<file path="src/rtl/chip_test_controller.sv">
// Front-panel sequencer for the per-chip checkers: launches Run on the selected slot, captures
// RSLT on the second cycle of Done, shows pass/fail for a hold time, then releases via DISP_RSLT.
module chip_test_controller #(
  parameter int NCHK           = 8,
  parameter int HOLD_CYCLES    = 1000,
  parameter int TIMEOUT_CYCLES = 256
) (
  input  logic            Clk,
  input  logic            Reset,
  input  logic            Start,
  input  logic [2:0]      Sel,
  input  logic [NCHK-1:0] Done_i,
  input  logic [NCHK-1:0] Rslt_i,
  output logic [NCHK-1:0] Run_o,
  output logic            Disp_rslt,
  output logic            Busy,
  output logic            Pass,
  output logic            Fail,
  output logic            Timeout,
  output logic [7:0]      Pass_cnt,
  output logic [7:0]      Fail_cnt,
  output logic [2:0]      state_o
);

  localparam int WD_W   = $clog2(TIMEOUT_CYCLES);
  localparam int HOLD_W = $clog2(HOLD_CYCLES) + 1;
  localparam logic [WD_W-1:0]   WD_LAST   = WD_W'(TIMEOUT_CYCLES - 1);
  localparam logic [HOLD_W-1:0] HOLD_LAST = HOLD_W'(HOLD_CYCLES - 1);
  localparam logic [3:0]        NCHK_4    = 4'(NCHK);

  typedef enum logic [2:0] {
    IDLE    = 3'd0,
    LAUNCH  = 3'd1,
    WAIT    = 3'd2,
    CAPTURE = 3'd3,
    SHOW    = 3'd4,
    RELEASE = 3'd5
  } state_t;

  state_t              state_reg;
  logic                sync1_reg, sync2_reg, sync3_reg, start_p_reg;
  logic [2:0]          sel_reg;
  logic [WD_W-1:0]     wd_reg;
  logic [HOLD_W-1:0]   hold_reg;
  logic [1:0]          rel_reg;
  logic [7:0]          done_pad, rslt_pad;
  logic                done_sel, rslt_sel, sel_ok;

  // Widen the checker buses to the full 3-bit Sel range so unused slots read as idle.
  for (genvar gi = 0; gi < 8; gi++) begin : g_pad
    if (gi < NCHK) begin : g_used
      assign done_pad[gi] = Done_i[gi];
      assign rslt_pad[gi] = Rslt_i[gi];
    end else begin : g_unused
      assign done_pad[gi] = 1'b0;
      assign rslt_pad[gi] = 1'b0;
    end
  end

  assign done_sel = done_pad[sel_reg];
  assign rslt_sel = rslt_pad[sel_reg];
  assign sel_ok   = ({1'b0, Sel} < NCHK_4);
  assign state_o  = state_reg;

  function automatic logic [7:0] sat_inc(input logic [7:0] v);
    return (v == 8'hFF) ? v : v + 8'd1;
  endfunction

  always_ff @(posedge Clk) begin
    if (Reset) begin
      state_reg   <= IDLE;
      sync1_reg   <= 1'b0;
      sync2_reg   <= 1'b0;
      sync3_reg   <= 1'b0;
      start_p_reg <= 1'b0;
      sel_reg     <= '0;
      wd_reg      <= '0;
      hold_reg    <= '0;
      rel_reg     <= '0;
      Run_o       <= '0;
      Disp_rslt   <= 1'b0;
      Busy        <= 1'b0;
      Pass        <= 1'b0;
      Fail        <= 1'b0;
      Timeout     <= 1'b0;
      Pass_cnt    <= '0;
      Fail_cnt    <= '0;
    end else begin
      sync1_reg   <= Start;
      sync2_reg   <= sync1_reg;
      sync3_reg   <= sync2_reg;
      start_p_reg <= sync2_reg & ~sync3_reg;
      Run_o       <= '0;
      case (state_reg)
        IDLE: begin
          if (start_p_reg && sel_ok) begin
            sel_reg   <= Sel;
            Timeout   <= 1'b0;
            Busy      <= 1'b1;
            state_reg <= LAUNCH;
            for (int i = 0; i < NCHK; i++) Run_o[i] <= (Sel == 3'(i));
          end
        end
        LAUNCH: begin
          wd_reg    <= '0;
          state_reg <= WAIT;
        end
        WAIT: begin
          if (done_sel) begin
            state_reg <= CAPTURE;
          end else if (wd_reg == WD_LAST) begin
            Timeout   <= 1'b1;
            Fail      <= 1'b1;
            Fail_cnt  <= sat_inc(Fail_cnt);
            hold_reg  <= '0;
            state_reg <= SHOW;
          end else begin
            wd_reg <= wd_reg + 1'b1;
          end
        end
        CAPTURE: begin
          // Done must still be high on its second cycle; a one-cycle Done is a glitch.
          if (done_sel) begin
            if (rslt_sel) begin
              Pass     <= 1'b1;
              Pass_cnt <= sat_inc(Pass_cnt);
            end else begin
              Fail     <= 1'b1;
              Fail_cnt <= sat_inc(Fail_cnt);
            end
            hold_reg  <= '0;
            state_reg <= SHOW;
          end else begin
            state_reg <= WAIT;
          end
        end
        SHOW: begin
          if (hold_reg == HOLD_LAST) begin
            Pass      <= 1'b0;
            Fail      <= 1'b0;
            Disp_rslt <= 1'b1;
            rel_reg   <= '0;
            state_reg <= RELEASE;
          end else begin
            hold_reg <= hold_reg + 1'b1;
          end
        end
        RELEASE: begin
          // Keep DISP_RSLT up while the checker still holds Done, capped at four cycles.
          if (done_sel && rel_reg != 2'd3) begin
            rel_reg <= rel_reg + 1'b1;
          end else begin
            Disp_rslt <= 1'b0;
            Busy      <= 1'b0;
            state_reg <= IDLE;
          end
        end
        default: begin
          Disp_rslt <= 1'b0;
          Busy      <= 1'b0;
          state_reg <= IDLE;
        end
      endcase
    end
  end

endmodule

</file>
<file path="config.mk">
export PLATFORM = sky130hd
export DESIGN_NAME = chip_test_controller
export DESIGN_NICKNAME = d
export VERILOG_FILES = /design/src/rtl/chip_test_controller.sv
export SDC_FILE = /design/constraint.sdc
export NUM_CORES = 1
export LEC_CHECK = 0
export BUFFER_PORTS_ARGS = -buffer_cell sky130_fd_sc_hd__buf_2
export CORE_MARGIN = 3
export CORE_UTILIZATION = 35
export CTS_BUF_LIST = sky130_fd_sc_hd__clkbuf_16
export CTS_CLUSTER_DIAMETER = 60
export DETAILED_ROUTE_END_ITERATION = 10
export SYNTH_ARGS = -nofsm -noshare
export SYNTH_HDL_FRONTEND = slang
export SYNTH_SLANG_ARGS = --single-unit
export TNS_END_PERCENT = 100
</file>
<file path="constraint.sdc">
create_clock -name Clk -period 2.15 [get_ports Clk]
set_input_delay 0.3225 -clock Clk [delete_from_list [all_inputs] [get_ports Clk]]
set_output_delay 0.3225 -clock Clk [all_outputs]
set_load 0.01 [all_outputs]
</file>
==> flow_metrics.env, run 1 <==
export IMPL_status="finished clean"
export IMPL_grt_pass1_vias=2474
export IMPL_syn_to_final_growth_pct=28.2
export IMPL_ys_ff_latch=60
export IMPL_clk_pin_slew_ps=50
export IMPL_end_kind="flop"
export IMPL_wire_per_inst_um=13.4
export IMPL_cellLeakagePower_nw=1.42
export IMPL_grt_util_met3_pct=5.34
export IMPL_dp_cells=497
export IMPL_ant_nets=0
export IMPL_synth_most_common_cell="dfxtp_1"
export IMPL_grt_use_met1_pct=20.0
export IMPL_place_ws_ps=-56.6
export IMPL_min_period_ps=2090
export IMPL_synth_commonest_cells="dfxtp_1 (60), nand2_1 (31), a21oi_1 (30), nor2_1 (26), nand3_1 (16)"
export IMPL_grt_usage_pct=15.6
export IMPL_fin_util_pct=46.9
export IMPL_grt_start_max_net_pins=31
export IMPL_htreeDepth=3
export IMPL_hold_violations=0
export IMPL_nets=433
export IMPL_globalRouteMet2Util_pct=24.7
export IMPL_dieArea_um2=9330
export IMPL_post_cts_buffers=0
export IMPL_critPathArrivalTime_ps=2300
export IMPL_synth_top_cell_area_share_pct=41.8
export IMPL_clk_latency_ps=320
export IMPL_final_cells=512
export IMPL_cts_resized=1
export IMPL_yosysSeqAreaShare_pct=41.8
export IMPL_setup_tns_ps=0
export IMPL_top_usage_layer="met2"
export IMPL_slew_headroom_pct=60.6
export IMPL_fin_skew_ps=5.15
export IMPL_clockBufferDepth=2
export IMPL_ys_types=48
export IMPL_tightestPinTransition_ps=592
export IMPL_cts_tree="built"
export IMPL_synth_enable_flop_cells=0
export IMPL_max_freq_mhz=478
export IMPL_synth_area_per_cell_um2=8.55
export IMPL_syn_nets=363
export IMPL_drtIter0Drc=91
export IMPL_viasPerCell=5.33
export IMPL_cts_made_buffers=9
export IMPL_rows=32
export IMPL_overflow=0
export IMPL_final_period_utilization_pct=97.3
export IMPL_setup_viol_count_final=0
export IMPL_vdd_drop_max_mv=0.460
export IMPL_antenna_cells=0
export IMPL_drcViolationCount=0
export IMPL_dieWidth_um=96.6
export IMPL_synth_async_reset_ratio_pct=0
export IMPL_worstHoldPathType="input pin to flop"
export IMPL_antenna_found_initial=0
export IMPL_clockRootBuffer="clkbuf_16"
export IMPL_port_buffer_count=53
export IMPL_grt_pass1_wl_um=11200
export IMPL_via_count=2728
export IMPL_finalWeightedCongestion=0.828
export IMPL_synthCells=336
export IMPL_syn_area_um2=2870
export IMPL_initial_utilization_pct=36.6
export IMPL_core_area_um2=7850
export IMPL_io_pins=54
export IMPL_power_mw=2.45
export IMPL_die_h_um=96.6
export IMPL_drive_gt1_share_pct=24.9
export IMPL_cp_data_required_time_ps=2360
export IMPL_dp_hpwl_um=4970
export IMPL_cp_max_fo=12
export IMPL_largest_reg_flops=11
export IMPL_synth_area_leaders="dfxtp_1 (42%), a21oi_1 (5.2%), nand2_1 (4.1%)"
export IMPL_finalMaxSlewViolations=0
export IMPL_yosys_warnings=0
export IMPL_wl_um=6870
export IMPL_crit_type="flop to flop"
export IMPL_cap_violations=0
export IMPL_start_kind="flop"
export IMPL_postCtsHoldBufs=0
export IMPL_finalWorstSetupSlack_ps=58.5
export IMPL_power_density_nw_per_um2=666
export IMPL_synth_ff_type="dfxtp_1"
export IMPL_drt_pass1_iterations=5
export IMPL_cts_sinks=60
export IMPL_synth_top_area_cell="dfxtp_1"
export IMPL_rsz0062_at_grt="yes"
-- where the power goes --
group	internal, mW	switching, mW
Combinational	0.0531	0.0624
Clock	0.751	0.459
Sequential	1.12	0.00447
Total	1.92	0.526
-- final cells by class --
class	count	area (um2)
well taps	102	128
repair buffers	75	450
multi-input cells	253	1620
flip-flops and latches	60	1210
fillers	787	4170
inverters	7	26.3
clock inverters	6	26.3
clock buffers	9	225
-- placed cells by master (no fill, tap or decap), types with 2 or more instances in the layout --
| cell | n |
|---|---|
| dfxtp_1 | 58 |
| o31ai_1 | 9 |
| nand4_1 | 10 |
| or3_1 | 8 |
| nor2_1 | 26 |
| clkinv_2 | 3 |
| buf_6 | 2 |
| buf_2 | 53 |
| or3b_1 | 2 |
| o21ai_0 | 8 |
| a31oi_1 | 6 |
| xnor2_1 | 2 |
| mux2_1 | 4 |
| a211oi_1 | 4 |
| buf_4 | 19 |
| a311oi_1 | 6 |
| nand2_1 | 30 |
| o21ai_1 | 4 |
| nor3_1 | 10 |
| clkbuf_16 | 9 |
| a21oi_1 | 30 |
| nor2b_1 | 13 |
| a22oi_1 | 2 |
| nand2b_1 | 7 |
| inv_1 | 9 |
| nand3_1 | 16 |
| mux2i_1 | 7 |
| and3_1 | 9 |
| nor4_1 | 3 |
| or4_1 | 9 |
| and2_1 | 2 |
| mux4_2 | 2 |
| ha_1 | 5 |
-- critical path, stage by stage, from the launching register on --
cell	delay, ps
dfxtp_4	360
mux4_2	530
mux2i_4	180
mux2i_1	120
buf_6	170
nor4b_4	280
mux2_1	330
-- layer usage --
layer	part of all wire (%)	up-vias	wire, um
li1	-	1393	-
met1	48	1250	3310
met2	44	77	3020
met3	6.6	8	450
met4	1.3	0	88
met5	0	-	0
-- cell families (layout without fill, tap and decap cells) --
logic type	count (synthesis)	in the layout	synth area share [%]
xor+xnor	3	3	0.915
compound gates	76	76	16.6
flops	60	60	41.8
buf+inv	23	97	3.22
simple gates	154	154	28.5
mux	15	15	6.75
fa+ha+maj	5	5	2.18
-- final timing paths --
kind                                start                        to  slack [ps]  cells past startpoint
setup / recovery  sel_reg[0]$_SDFFE_PP0N_  Fail_cnt[7]$_SDFFE_PP0P_          60                      6
hold / removal                      Start      sync1_reg$_SDFF_PP0_         230                      2
setup reg to reg  sel_reg[0]$_SDFFE_PP0N_  Fail_cnt[7]$_SDFFE_PP0P_          60                      6
hold reg to reg      sync3_reg$_SDFF_PP0_    start_p_reg$_SDFF_PP0_         390                      1
-- through the flow --
| stage | hold slack, ps | instance area [um2] |
|---|---|---|
| after global placement | 371 | 3390 |
| after global routing | 227 | 3680 |
| after CTS | 221 | 3650 |
| after detailed placement | 379 | 3390 |
| final | 228 | 3680 |
| after floorplan | 367 | 2880 |
(Power assumes the default switching activity.)
==> run 2, diff against run 1 <==
CELL_PAD_IN_SITES_DETAIL_PLACEMENT = 0   (was default)
CELL_PAD_IN_SITES_GLOBAL_PLACEMENT = 1   (was default)
PLACE_DENSITY_LB_ADDON = 0.1   (was default)
==> flow_metrics.env, run 2 (synthesis results as in run 1) <==
export IMPL_worstReg2RegStart="sel_reg[0]$_SDFFE_PP0N_"
export IMPL_vdd_drop_max_mv=0.397
export IMPL_viasPerCell=5.33
export IMPL_clockRootBuffer="clkbuf_16"
export IMPL_dieWidth_um=96.6
export IMPL_finalMaxSlewViolations=0
export IMPL_syn_to_final_growth_pct=33.2
export IMPL_overflow=0
export IMPL_power_density_nw_per_um2=649
export IMPL_grt_use_met1_pct=23.5
export IMPL_antenna_found_initial=0
export IMPL_finalWeightedCongestion=0.837
export IMPL_grt_pass1_vias=2657
export IMPL_cp_max_fo=6
export IMPL_mostFrequentLayoutCells="dfxtp_1 (58), buf_2 (53), buf_4 (32)"
export IMPL_clockBufferDepth=2
export IMPL_cts_tree="built"
export IMPL_min_period_ps=2160
export IMPL_p_sw_uw=551
export IMPL_cp_data_required_time_ps=2360
export IMPL_end_kind="flop"
export IMPL_drive_gt1_share_pct=29.9
export IMPL_setup_viol_count_final=2
export IMPL_slew_headroom_pct=58.6
export IMPL_start_kind="flop"
export IMPL_grt_pass1_wl_um=12500
export IMPL_top_usage_layer="met2"
export IMPL_cts_sinks=60
export IMPL_crit_end="Fail_cnt[5]$_SDFFE_PP0P_"
export IMPL_reg2reg_depth=6
export IMPL_port_buffer_count=53
export IMPL_fin_util_pct=48.7
export IMPL_pwr_share_clk_pct=49.5
export IMPL_cts_made_buffers=9
export IMPL_p_int_mw=1.93
export IMPL_r2r_slack_ps=-9
export IMPL_swShare_pct=22.2
export IMPL_critPathArrivalTime_ps=2370
export IMPL_io_pins=54
export IMPL_grt_usage_pct=17.1
export IMPL_wl_um=7570
export IMPL_final_period_utilization_pct=100
export IMPL_postCtsHoldBufs=0
export IMPL_violations="negative setup slack"
export IMPL_drt_pass1_iterations=4
export IMPL_startpoint="sel_reg[0]$_SDFFE_PP0N_"
export IMPL_clk_latency_ps=320
export IMPL_postPlaceCellArea_um2=3430
export IMPL_max_freq_mhz=463
export IMPL_power_frac_seq_pct=45.3
export IMPL_finalInstanceArea_um2=3820
export IMPL_min_path_cells=2
export IMPL_finalWorstSetupSlack_ps=-8.85
export IMPL_largest_reg_flops=11
export IMPL_tightestPinTransition_ps=621
export IMPL_drcViolationCount=0
export IMPL_dp_hpwl_um=5230
export IMPL_drtIter0Drc=126
export IMPL_globalRouteMet2Util_pct=26.3
export IMPL_layout_commonest_cell="dfxtp_1"
export IMPL_die_h_um=96.6
export IMPL_num_fill_cells=804
export IMPL_dieArea_um2=9330
export IMPL_status="finished, violations left"
export IMPL_rsz0062_at_grt="yes"
export IMPL_cap_violations=0
export IMPL_initial_utilization_pct=36.6
export IMPL_worstHoldPathType="input pin to flop"
export IMPL_via_count=2792
export IMPL_htreeDepth=3
export IMPL_combPwrFrac_pct=5.2
export IMPL_cellLeakagePower_nw=1.47
export IMPL_hold_worst_slack_ps=246
export IMPL_timing_rr_end="Fail_cnt[5]$_SDFFE_PP0P_"
export IMPL_clk_pin_slew_ps=50
export IMPL_power_mw=2.48
export IMPL_crit_type="flop to flop"
export IMPL_antenna_cells=0
export IMPL_core_area_um2=7850
export IMPL_rows=32
export IMPL_ant_nets=0
export IMPL_hold_violations=0
export IMPL_wire_per_inst_um=14.4
export IMPL_grt_start_max_net_pins=34
export IMPL_grt_util_met3_pct=3.25
export IMPL_fin_skew_ps=4.53
export IMPL_nets=445
[run 2: changes by cell type in the layout (fill, tap and decap cells not counted), moves of 2 or more]
cell,before,now
mux2_1,4,2
buf_4,19,32
a21oi_1,30,26
or4_4,1,4
mux2_4,0,2
or4_1,9,6
clkinv_1,0,2
a21oi_2,0,4
[run 2: worst max-delay path: stages (launching register included)]
cell	delay, ps
dfxtp_4	360
mux4_2	540
mux2i_4	250
mux2i_2	130
buf_6	160
nor4_4	270
mux2_4	320
[run 2: area by class of cell]
class / instances / area [um2] / area share (%)
Sequential cell: 60 / 1210 / 31.5
Timing Repair Buffer: 87 / 528 / 13.8
Clock inverter: 6 / 25.0 / 0.654
Multi-Input combinational cell: 253 / 1690 / 44.1
Clock buffer: 9 / 225 / 5.89
Tap cell: 102 / 128 / 3.34
Inverter: 7 / 26.3 / 0.687
[run 2: timing repair]
action,in CTS,in global routing
setup buffers,2,2
cloned,1,0
pin swaps,5,8
resized for setup,10,17
endpoints found under the setup margin,6,18
[run 2: worst min path at each step]
stage                                        end                  from
after global placement    start_p_reg$_SDFF_PP0_  sync3_reg$_SDFF_PP0_
after CTS                    Run_o[4]$_SDFF_PP0_                Sel[1]
after floorplan           start_p_reg$_SDFF_PP0_  sync3_reg$_SDFF_PP0_
final                        Run_o[4]$_SDFF_PP0_                Sel[1]
after global routing        sync1_reg$_SDFF_PP0_                 Start
after detailed placement  start_p_reg$_SDFF_PP0_  sync3_reg$_SDFF_PP0_
[run 2: layer usage]
| layer | wire length (um) | share of wire [%] |
|---|---|---|
| met1 | 3630 | 48 |
| met2 | 3390 | 45 |
| met3 | 437 | 5.8 |
| met4 | 102 | 1.3 |
| met5 | 0 | 0 |
[run 2: stage by stage]
| stage | setup TNS, ps | setup WS (ps) | std cells |
|---|---|---|---|
| floorplan | 0 | 32.5 | 336 |
| global placement | -127 | -66.6 | 504 |
| detailed placement | -322 | -90.9 | 504 |
| CTS | -25.7 | -17.1 | 522 |
| global route | -460 | -74.3 | 524 |
| finish | -10.9 | -8.85 | 524 |
[run 2: power groups by stage]
stage / clock (mW) / sequential [mW] / combinational, mW
3_3_place_gp: 0 / 1.15 / 0.117
5_1_grt: 1.29 / 1.12 / 0.143
2_1_floorplan: 0 / 1.15 / 0.0642
6_report: 1.23 / 1.12 / 0.129
3_5_place_dp: 0 / 1.15 / 0.119
4_1_cts: 1.26 / 1.12 / 0.124
==> run 3, diff against run 2 <==
ABC_AREA = 1   (was default)
CTS_BUF_LIST = sky130_fd_sc_hd__clkbuf_4 sky130_fd_sc_hd__clkbuf_8   (was sky130_fd_sc_hd__clkbuf_16)
RECOVER_POWER = 50   (was default)
==> flow_metrics.env, run 3 <==
export IMPL_finalMaxSlewViolations=0
export IMPL_start_kind="flop"
export IMPL_fin_util_pct=41.8
export IMPL_synth_enable_flop_cells=0
export IMPL_vdd_drop_max_mv=0.365
export IMPL_power_mw=3.06
export IMPL_synth_async_reset_ratio_pct=0
export IMPL_port_buffer_count=53
export IMPL_mostFrequentLayoutCells="nand2_1 (95), dfxtp_1 (60), inv_1 (54), nor2_1 (54), nand3_1 (37)"
export IMPL_synth_top_family_by_area="simple AND/OR/NAND/NOR gates"
export IMPL_synth_compound_area_share_pct=10.2
export IMPL_core_area_um2=8760
export IMPL_final_cells=613
export IMPL_antenna_cells=0
export IMPL_dieArea_um2=10300
export IMPL_synth_adder_area_share_pct=1.96
export IMPL_drt_pass1_iterations=4
export IMPL_hold_violations=0
export IMPL_syn_to_final_growth_pct=14.9
export IMPL_cts_sinks=60
export IMPL_cts_made_buffers=9
export IMPL_met3_wirelength_um=367
export IMPL_clockBufferDepth=2
export IMPL_ant_nets=0
export IMPL_worstHoldPathType="input pin to flop"
export IMPL_ys_types=36
export IMPL_clk_latency_ps=330
export IMPL_end_kind="flop"
export IMPL_postCtsHoldBufs=0
export IMPL_grt_pass1_wl_um=12600
export IMPL_synth_commonest_cells="nand2_1 (95), dfxtp_1 (60), inv_1 (54), nor2_1 (52), nand3_1 (37)"
export IMPL_io_pins=54
export IMPL_syn_nets=472
export IMPL_finalInstanceArea_um2=3660
export IMPL_status="finished clean"
export IMPL_drive_gt1_share_pct=13.9
export IMPL_cp_max_fo=9
export IMPL_critPathArrivalTime_ps=2120
export IMPL_synth_top_area_cell="dfxtp_1"
export IMPL_rows=34
export IMPL_dp_hpwl_um=5630
export IMPL_synth_most_common_cell="nand2_1"
export IMPL_setup_viol_count_final=0
export IMPL_post_cts_buffers=0
export IMPL_hold_worst_slack_ps=200
export IMPL_largest_reg_flops=11
export IMPL_max_freq_mhz=516
export IMPL_cp_data_required_time_ps=2330
export IMPL_overflow=0
export IMPL_synth_ff_type="dfxtp_1"
export IMPL_htreeDepth=3
export IMPL_drcViolationCount=0
export IMPL_synth_top_cell_area_share_pct=37.7
export IMPL_wl_met1_um=3680
export IMPL_postPlaceCellArea_um2=3520
export IMPL_ys_ff_latch=60
export IMPL_place_ws_ps=288
export IMPL_cts_resized=0
export IMPL_rsz0062_at_grt="no"
export IMPL_finalWeightedCongestion=0.803
export IMPL_dieWidth_um=101
export IMPL_synth_mux_area_share_pct=0
export IMPL_yosys_warnings=0
export IMPL_finalWorstSetupSlack_ps=211
export IMPL_via_count=2861
export IMPL_cap_violations=0
export IMPL_grt_start_max_net_pins=36
export IMPL_synthCells=445
export IMPL_cts_tree="built"
export IMPL_antenna_found_initial=0
export IMPL_grt_usage_pct=15.4
export IMPL_synth_area_leaders="dfxtp_1 (38%), nand2_1 (11%), inv_1 (6.4%)"
export IMPL_slew_headroom_pct=48.8
export IMPL_power_density_nw_per_um2=835
export IMPL_die_h_um=101
export IMPL_clockRootBuffer="clkbuf_8"
export IMPL_highest_layer="met4"
export IMPL_fin_skew_ps=10.4
export IMPL_tightestPinTransition_ps=767
export IMPL_dr_wl_met2_um=3440
export IMPL_drtIter0Drc=82
export IMPL_wl_um=7550
export IMPL_yosysSeqAreaShare_pct=37.7
export IMPL_clk_pin_slew_ps=70
export IMPL_setup_tns_ps=0
export IMPL_viasPerCell=4.67
export IMPL_layout_commonest_cell="nand2_1"
export IMPL_synth_area_per_cell_um2=7.16
export IMPL_crit_type="flop to flop"
export IMPL_syn_area_um2=3190
export IMPL_initial_utilization_pct=36.4
export IMPL_grt_pass1_vias=2610
export IMPL_min_period_ps=1940
export IMPL_cellLeakagePower_nw=1.50
export IMPL_nets=528
export IMPL_dp_cells=598
export IMPL_synth_xor_xnor_area_share_pct=4.67
export IMPL_final_period_utilization_pct=90.2
export IMPL_wire_per_inst_um=12.3
export IMPL_yosys_area_share_simple_pct=35.8
-- run 3: cell types whose count changed after synthesis, moves of 9 or more --
cell / delta
nand2_1: +64
o31ai_1: -9
or4_1: -10
nor2b_1: -13
and3_1: -9
nand3_1: +21
o21ai_0: +12
xor2_1: +12
nor2_1: +26
inv_1: +48
-- run 3: logic make-up after synthesis --
kind of cell	count (synthesis)
AOI/OAI and AO/OA	62
and+or+nand+nor	231
xor gates and xnor gates	17
DFF	60
adders and majority gates	5
buffers and inverters	70
-- run 3: cell type report --
class / count / area, um2
clock buffers: 14 / 186
clock inverters: 1 / 5.00
fillers: 963 / 5100
inverters: 60 / 229
multi-input cells: 315 / 1670
flip-flops and latches: 60 / 1200
well taps: 108 / 135
repair buffers: 55 / 236
-- run 3: worst paths after layout --
| check | slack [ps] | cells after the start | start | end |
|---|---|---|---|---|
| min reg2reg | 400 | 1 | sync3_reg$_SDFF_PP0_ | start_p_reg$_SDFF_PP0_ |
| max | 210 | 8 | state_o[2]$_SDFFE_PP0P_ | hold_reg[1]$_SDFFE_PP0P_ |
| max reg2reg | 210 | 8 | state_o[2]$_SDFFE_PP0P_ | hold_reg[1]$_SDFFE_PP0P_ |
| min | 200 | 3 | Start | sync1_reg$_SDFF_PP0_ |
-- run 3: routing by layer --
metal  vias up  track usage, %
met4         0            4.29
li1       1532               -
met5         -               0
met2        45            24.7
met3         4            4.34
met1      1280            20.2
-- run 3: power breakdown --
| group | internal (mW) | switching [mW] |
|---|---|---|
| registers | 1.18 | 0.0701 |
| clock network | 0.550 | 0.421 |
| logic | 0.262 | 0.572 |
-- run 3: critical path, stage by stage, from the launching register on --
cell      delay (ps)
dfxtp_1          390
inv_2             90
nand2_2           90
nor2_1           430
nand3_2          270
nand2_4          230
inv_2            120
nand3b_1         110
a21oi_1           60
